--- src/rtl/divider_if.sv ---
// Request/response bundle between an execution unit and the iterative divider.
interface divider_if #(
  parameter int unsigned WIDTH_N = 32,
  parameter int unsigned WIDTH_D = 32
);
  logic               enable;
  logic               start;
  logic               is_signed;
  logic [WIDTH_N-1:0] a;
  logic [WIDTH_D-1:0] b;
  logic               busy;
  logic               valid;
  logic [WIDTH_N-1:0] quotient;
  logic [WIDTH_D-1:0] remainder;
  logic               div_by_zero;

  // Requester side: issues operands, observes the result.
  modport master (
    output enable, start, is_signed, a, b,
    input  busy, valid, quotient, remainder, div_by_zero
  );

  // Divider side.
  modport slave (
    input  enable, start, is_signed, a, b,
    output busy, valid, quotient, remainder, div_by_zero
  );
endinterface

--- src/rtl/divider.sv ---
// Iterative radix-2 restoring divider, signed/unsigned, one quotient bit per
// enabled clock, fixed latency of WIDTH_N+1 enabled edges.
// Optional macro DIVIDER_DBZ_FAST_EN: a zero divisor skips the iterations and
// completes in one edge after start.
module divider #(
  parameter int unsigned WIDTH_N = 32,
  parameter int unsigned WIDTH_D = 32
) (
  input logic      clk,
  input logic      rst_n,
  divider_if.slave bus
);

  localparam int unsigned CNT_W  = $clog2(WIDTH_N);
  localparam int unsigned REM_W  = WIDTH_D + 1;
  localparam int unsigned DIFF_W = WIDTH_D + 2;

  typedef enum logic [1:0] {
    IDLE = 2'd0,
    CALC = 2'd1,
    FIX  = 2'd2
  } state_t;

  state_t             state_q, state_d;
  logic               sa_q, sa_d;
  logic               sb_q, sb_d;
  logic               dbz_q, dbz_d;
  logic [WIDTH_N-1:0] dvd_q, dvd_d;     // |a| shifting out, quotient shifting in
  logic [WIDTH_D-1:0] bmag_q, bmag_d;
  logic [REM_W-1:0]   rem_q, rem_d;
  logic [CNT_W-1:0]   cnt_q, cnt_d;
  logic               busy_q, busy_d;
  logic               valid_q, valid_d;
  logic [WIDTH_N-1:0] quotient_q, quotient_d;
  logic [WIDTH_D-1:0] remainder_q, remainder_d;
  logic               div_by_zero_q, div_by_zero_d;

  logic               a_neg_c;
  logic               b_neg_c;
  logic [WIDTH_N-1:0] a_mag_c;
  logic [WIDTH_D-1:0] b_mag_c;
  logic [REM_W-1:0]   shifted_c;
  logic [DIFF_W-1:0]  diff_c;
  logic               borrow_c;
  logic [WIDTH_N-1:0] quo_fix_c;
  logic [WIDTH_D-1:0] rem_fix_c;

  // Operand magnitudes, restoring step and final sign correction.
  always_comb begin
    a_neg_c   = bus.is_signed & bus.a[WIDTH_N-1];
    b_neg_c   = bus.is_signed & bus.b[WIDTH_D-1];
    a_mag_c   = a_neg_c ? (~bus.a + WIDTH_N'(1)) : bus.a;
    b_mag_c   = b_neg_c ? (~bus.b + WIDTH_D'(1)) : bus.b;
    shifted_c = {rem_q[WIDTH_D-1:0], dvd_q[WIDTH_N-1]};
    diff_c    = {1'b0, shifted_c} - {2'b00, bmag_q};
    borrow_c  = diff_c[DIFF_W-1];
    // A zero divisor leaves the low bits of |a| in rem, so the sign fix
    // below reproduces the raw dividend as the remainder.
    quo_fix_c = dbz_q ? {WIDTH_N{1'b1}}
              : ((sa_q ^ sb_q) ? (~dvd_q + WIDTH_N'(1)) : dvd_q);
    rem_fix_c = sa_q ? WIDTH_D'(~rem_q + REM_W'(1)) : WIDTH_D'(rem_q);
  end

  // Next-state and next-output logic; enable low holds everything.
  always_comb begin
    state_d       = state_q;
    sa_d          = sa_q;
    sb_d          = sb_q;
    dbz_d         = dbz_q;
    dvd_d         = dvd_q;
    bmag_d        = bmag_q;
    rem_d         = rem_q;
    cnt_d         = cnt_q;
    busy_d        = busy_q;
    valid_d       = valid_q;
    quotient_d    = quotient_q;
    remainder_d   = remainder_q;
    div_by_zero_d = div_by_zero_q;

    if (bus.enable) begin
      valid_d = 1'b0;
      case (state_q)
        IDLE: begin
          if (bus.start) begin
            sa_d   = a_neg_c;
            sb_d   = b_neg_c;
            dvd_d  = a_mag_c;
            bmag_d = b_mag_c;
            rem_d  = '0;
            cnt_d  = CNT_W'(WIDTH_N - 1);
            dbz_d  = (bus.b == '0);
            busy_d = 1'b1;
`ifdef DIVIDER_DBZ_FAST_EN
            if (bus.b == '0) begin
              rem_d   = REM_W'(a_mag_c);
              state_d = FIX;
            end else begin
              state_d = CALC;
            end
`else
            state_d = CALC;
`endif
          end
        end
        CALC: begin
          rem_d = borrow_c ? shifted_c : diff_c[REM_W-1:0];
          dvd_d = {dvd_q[WIDTH_N-2:0], ~borrow_c};
          cnt_d = cnt_q - CNT_W'(1);
          if (cnt_q == '0) begin
            state_d = FIX;
          end
        end
        FIX: begin
          quotient_d    = quo_fix_c;
          remainder_d   = rem_fix_c;
          div_by_zero_d = dbz_q;
          valid_d       = 1'b1;
          busy_d        = 1'b0;
          state_d       = IDLE;
        end
        default: begin
          state_d = IDLE;
          busy_d  = 1'b0;
        end
      endcase
    end
  end

  // State, datapath and output registers.
  always_ff @(posedge clk or negedge rst_n) begin
    if (!rst_n) begin
      state_q       <= IDLE;
      sa_q          <= 1'b0;
      sb_q          <= 1'b0;
      dbz_q         <= 1'b0;
      dvd_q         <= '0;
      bmag_q        <= '0;
      rem_q         <= '0;
      cnt_q         <= '0;
      busy_q        <= 1'b0;
      valid_q       <= 1'b0;
      quotient_q    <= '0;
      remainder_q   <= '0;
      div_by_zero_q <= 1'b0;
    end else begin
      state_q       <= state_d;
      sa_q          <= sa_d;
      sb_q          <= sb_d;
      dbz_q         <= dbz_d;
      dvd_q         <= dvd_d;
      bmag_q        <= bmag_d;
      rem_q         <= rem_d;
      cnt_q         <= cnt_d;
      busy_q        <= busy_d;
      valid_q       <= valid_d;
      quotient_q    <= quotient_d;
      remainder_q   <= remainder_d;
      div_by_zero_q <= div_by_zero_d;
    end
  end

  assign bus.busy        = busy_q;
  assign bus.valid       = valid_q;
  assign bus.quotient    = quotient_q;
  assign bus.remainder   = remainder_q;
  assign bus.div_by_zero = div_by_zero_q;

endmodule

--- src/flat_wrapper.sv ---
// flat-port wrapper written by rule: the top's interface ports become plain ports
module divider_flat 
#(
  parameter int unsigned WIDTH_N = 32,
  parameter int unsigned WIDTH_D = 32
)
  (clk, rst_n, bus_enable, bus_start, bus_is_signed, bus_a, bus_b, bus_busy, bus_valid, bus_quotient, bus_remainder, bus_div_by_zero);
  divider_if #(.WIDTH_N(WIDTH_N), .WIDTH_D(WIDTH_D)) bus_i ();
  input logic clk;
  input logic rst_n;
  input wire logic [$bits(bus_i.enable)-1:0] bus_enable;
  input wire logic [$bits(bus_i.start)-1:0] bus_start;
  input wire logic [$bits(bus_i.is_signed)-1:0] bus_is_signed;
  input wire logic [$bits(bus_i.a)-1:0] bus_a;
  input wire logic [$bits(bus_i.b)-1:0] bus_b;
  output wire logic [$bits(bus_i.busy)-1:0] bus_busy;
  output wire logic [$bits(bus_i.valid)-1:0] bus_valid;
  output wire logic [$bits(bus_i.quotient)-1:0] bus_quotient;
  output wire logic [$bits(bus_i.remainder)-1:0] bus_remainder;
  output wire logic [$bits(bus_i.div_by_zero)-1:0] bus_div_by_zero;
  assign bus_i.enable = bus_enable;
  assign bus_i.start = bus_start;
  assign bus_i.is_signed = bus_is_signed;
  assign bus_i.a = bus_a;
  assign bus_i.b = bus_b;
  assign bus_busy = bus_i.busy;
  assign bus_valid = bus_i.valid;
  assign bus_quotient = bus_i.quotient;
  assign bus_remainder = bus_i.remainder;
  assign bus_div_by_zero = bus_i.div_by_zero;
  divider #(.WIDTH_N(WIDTH_N), .WIDTH_D(WIDTH_D)) u_core (.clk(clk), .rst_n(rst_n), .bus(bus_i));
endmodule
--- config.mk ---
export PLATFORM = sky130hd
export DESIGN_NAME = divider_flat
export DESIGN_NICKNAME = d
export VERILOG_FILES = /design/src/rtl/divider_if.sv /design/src/rtl/divider.sv /design/src/flat_wrapper.sv
export SDC_FILE = /design/constraint.sdc
export NUM_CORES = 1
export LEC_CHECK = 0
export ABC_AREA = 1
export CELL_PAD_IN_SITES_DETAIL_PLACEMENT = 0
export CELL_PAD_IN_SITES_GLOBAL_PLACEMENT = 1
export CORE_UTILIZATION = 44
export CTS_CLUSTER_DIAMETER = 80
export DETAILED_ROUTE_END_ITERATION = 8
export GPL_ROUTABILITY_DRIVEN = 0
export GPL_TIMING_DRIVEN = 0
export PLACE_DENSITY_LB_ADDON = 0.12
export SLEW_MARGIN = 10
export SYNTH_ARGS = -nofsm -noshare
export SYNTH_HDL_FRONTEND = slang
export SYNTH_SLANG_ARGS = --single-unit
export TNS_END_PERCENT = 20
--- constraint.sdc ---
create_clock -name clk -period 5.2 [get_ports clk]
set_clock_uncertainty 0.05 [all_clocks]
set_input_delay 1.3 -clock clk [delete_from_list [all_inputs] [get_ports clk]]
set_output_delay 1.3 -clock clk [all_outputs]
set_load 0.1 [all_outputs]
==> impl_metrics.yaml <==
global_route:
  grt_start_max_net_pins: 99
  grt_pass1_vias: 12637
  grt_util_all_layers_pct: 28.0
  grt_pass1_wl_mm: 67.7
  antenna_found_initial: 0
  grt_overflow_total: 0
layout:
  final.fill_count: 3133
  final_util_pct: 53.2
  layout-drive-gt1-share_pct: 5.12
  synthToLayoutAreaGrowth_pct: 18.5
  antenna_cells_inserted: 0
  design_area_sq_um: 15900
  nets: 2361
synth:
  synth.ff_latch_count: 173
  synth_nets: 2206
  synth.cell_area_sq_um: 13400
  ys.flop_type: "sky130_fd_sc_hd__dfrtp_1"
  postSynthCellCount: 2098
  async_reset_ff_share_pct: 100
  average_footprint_of_a_synthesized_cell_sq_um: 6.38
  ys_types: 52
  synth.yosys.seq_area_share_pct: 32.4
  synth-warning-count: 0
  synth_edf_count: 0
sta:
  count_of_final_hold_check_violations: 0
  timing.final.crit_share_pct: 64.5
  worst-slew-pin-transition_ns: 0.974
  maxSlewHeadroom_pct: 34.9
  report.final.slew_viol_count: 0
  final_period_minus_worst_setup_slack_ns: 3.35
  final-setup-viol-count: 0
  setup_repair_after_global_routing_missed_its_margin: "no"
  fmax_mhz: 298
die:
  initial_core_util_pct: 44.9
  die-area_sq_um: 31100
  die_span_x_um: 176
  top_level_ports: 136
  row_count: 63
  fp.dieH_um: 176
  design.core.area_sq_um: 29800
hold_path:
  worstHoldPathType: "reg -> reg"
  min_from: "u_core.bus.remainder[20]"
  hold-path-cell-count: 2
clock_network:
  post_cts.repair.setup_buffers: 0
  number_of_instances_resized_during_post_cts_repair: 0
  insertion_delay_ns: 0.46
  htree_levels: 4
  cts_inserted_buffers: 17
  clock_tree.root_cell: "sky130_fd_sc_hd__clkbuf_16"
  clkSinkCount: 173
  number_of_hold_buffers_added_after_cts: 0
  clock_path_buffers: 2
  cts_tree: "built"
  cts.clk_slew.worst_paths_ns: 0.07
critical_path:
  end_kind: "output port"
  worst_setup_path_startpoint: "u_core.bus.quotient[30]"
  criticalPathCategory: "reg -> out"
  slowest_stage: "sky130_fd_sc_hd__clkdlybuf4s50_1"
  critPathMaxFanout: 2
  worstRegToRegCells: 14
  worstPathCellList: "clkdlybuf4s50_1"
  crit_start_category: "register"
  startpoint_of_the_most_critical_register_to_register_path: "u_core.dvd_q[31]"
  path_depth: 1
  timing.critical_path.buf_inv: 1
  critPathRequiredTime_ns: 3.85
  worst_path_dominant_cell_family: "buffers and inverters"
  critical_path.max_stage_delay_ns: 1.16
  crit_arrival_ns: 2.00
drt:
  initialDrtViolationCount: 1137
  drc_errors: 0
  drtPass1Iterations: 6
  routed_wirelength_mm: 42.0
  wire_per_inst_um: 15.8
  routed_via_density: 5.16
  antenna_left: 0
  route.vias.total: 13710
place:
  detailed_place_hpwl_mm: 34.2
  placed_area_sq_um: 15300
  placement.io_buffers: 135
flow_run:
  max_cap_viol_count: 0
status:
  outcome: "complete, no violations"
==> cells in the final DEF, fill, tap and decap left out, types with 11 or more instances in the layout <==
master and n:
sky130_fd_sc_hd__a21oi_1 43, sky130_fd_sc_hd__clkbuf_1 22, sky130_fd_sc_hd__o22ai_1 11, sky130_fd_sc_hd__clkdlybuf4s50_1 134
sky130_fd_sc_hd__nand2_1 678, sky130_fd_sc_hd__inv_2 13, sky130_fd_sc_hd__nand3b_1 11, sky130_fd_sc_hd__clkbuf_16 17
sky130_fd_sc_hd__buf_2 22, sky130_fd_sc_hd__nand3_1 208, sky130_fd_sc_hd__nor3_1 30, sky130_fd_sc_hd__a31oi_1 13
sky130_fd_sc_hd__a22oi_1 20, sky130_fd_sc_hd__nor2_1 192, sky130_fd_sc_hd__xnor2_1 20, sky130_fd_sc_hd__xor2_1 49
sky130_fd_sc_hd__o21ai_0 105, sky130_fd_sc_hd__dfrtp_1 173, sky130_fd_sc_hd__ha_1 38, sky130_fd_sc_hd__inv_1 319
sky130_fd_sc_hd__nand4_1 35
==> worst paths after layout <==
path | slack [ns] | endpoint
max reg2reg | 2.42 | u_core.rem_q[16]
min in group asynchronous | 0.83 | u_core.rem_q[2]
max in group asynchronous | 3.42 | u_core.dvd_q[5]
max | 1.85 | bus_quotient[30]
min reg2reg | 0.43 | u_core.bus.remainder[20]
min | 0.43 | u_core.bus.remainder[20]
==> Yosys cell counts, drive strengths merged, types with 22 or more instances <==
master / n / area share (%)
clkbuf: 22 / 0.62
xor2: 49 / 3.2
nand4: 35 / 1.6
inv: 332 / 9.3
a21oi: 45 / 1.8
o21ai: 111 / 4.2
nand3: 210 / 7.9
ha: 38 / 3.6
nand2: 688 / 20
buf: 34 / 1.4
nor3: 33 / 1.3
dfrtp: 173 / 32
nor2: 206 / 6.3
==> logic make-up (layout without fill, tap and decap cells) <==
family	after synthesis	count (layout)	share of synthesized area [%]
compound gates	220	220	9.43
flops	173	173	32.4
simple gates	1208	1208	38.6
xor+xnor	69	69	4.52
fa+ha+maj	39	39	3.70
buf+inv	389	557	11.4
==> flip-flops by register name (all words and copies together), names as in the netlist <==
name,count
u_core.state_q,2
u_core.bus.div_by_zero,1
u_core.sa_q,1
u_core.dvd_q,32
u_core.dbz_q,1
u_core.rem_q,32
u_core.cnt_q,5
u_core.bus.busy,1
u_core.bus.valid,1
u_core.bus.remainder,32
u_core.bus.quotient,32
u_core.bmag_q,32
u_core.sb_q,1
==> per-layer routing <==
layer  vias up  track usage [%]  share of wire [%]
met1      6255             42.9                 50
met2       434             41.3                 41
met4         0             7.40                2.0
met3        50             3.12                6.2
met5         -                0                  0
li1       6971                -                  -
==> stage by stage <==
step | std cells | TNS, ns | setup slack [ns] | hold slack [ns]
finish | 2656 | 0 | 1.85 | 0.431
global route | 2656 | 0 | 1.80 | 0.460
CTS | 2656 | 0 | 1.84 | 0.437
detailed placement | 2624 | 0 | 1.56 | 0.416
global placement | 2623 | -761.19 | -4.42 | 0.412
floorplan | 2098 | 0 | 2.51 | 0.399
==> cell type report <==
class,count,area [sq um],area share (%)
multi-input cells,1536,7530,47.5
flip-flops and latches,173,4330,27.3
repair buffers,136,1380,8.72
inverters,333,1250,7.88
well taps,390,488,3.08
clock buffers,17,425,2.68
plain buffers,56,272,1.71
clock inverters,15,184,1.16
Power is left out: the tool's default activity adds up to more than one toggle a clock period on the data nets, which glitch-free logic cannot reach.
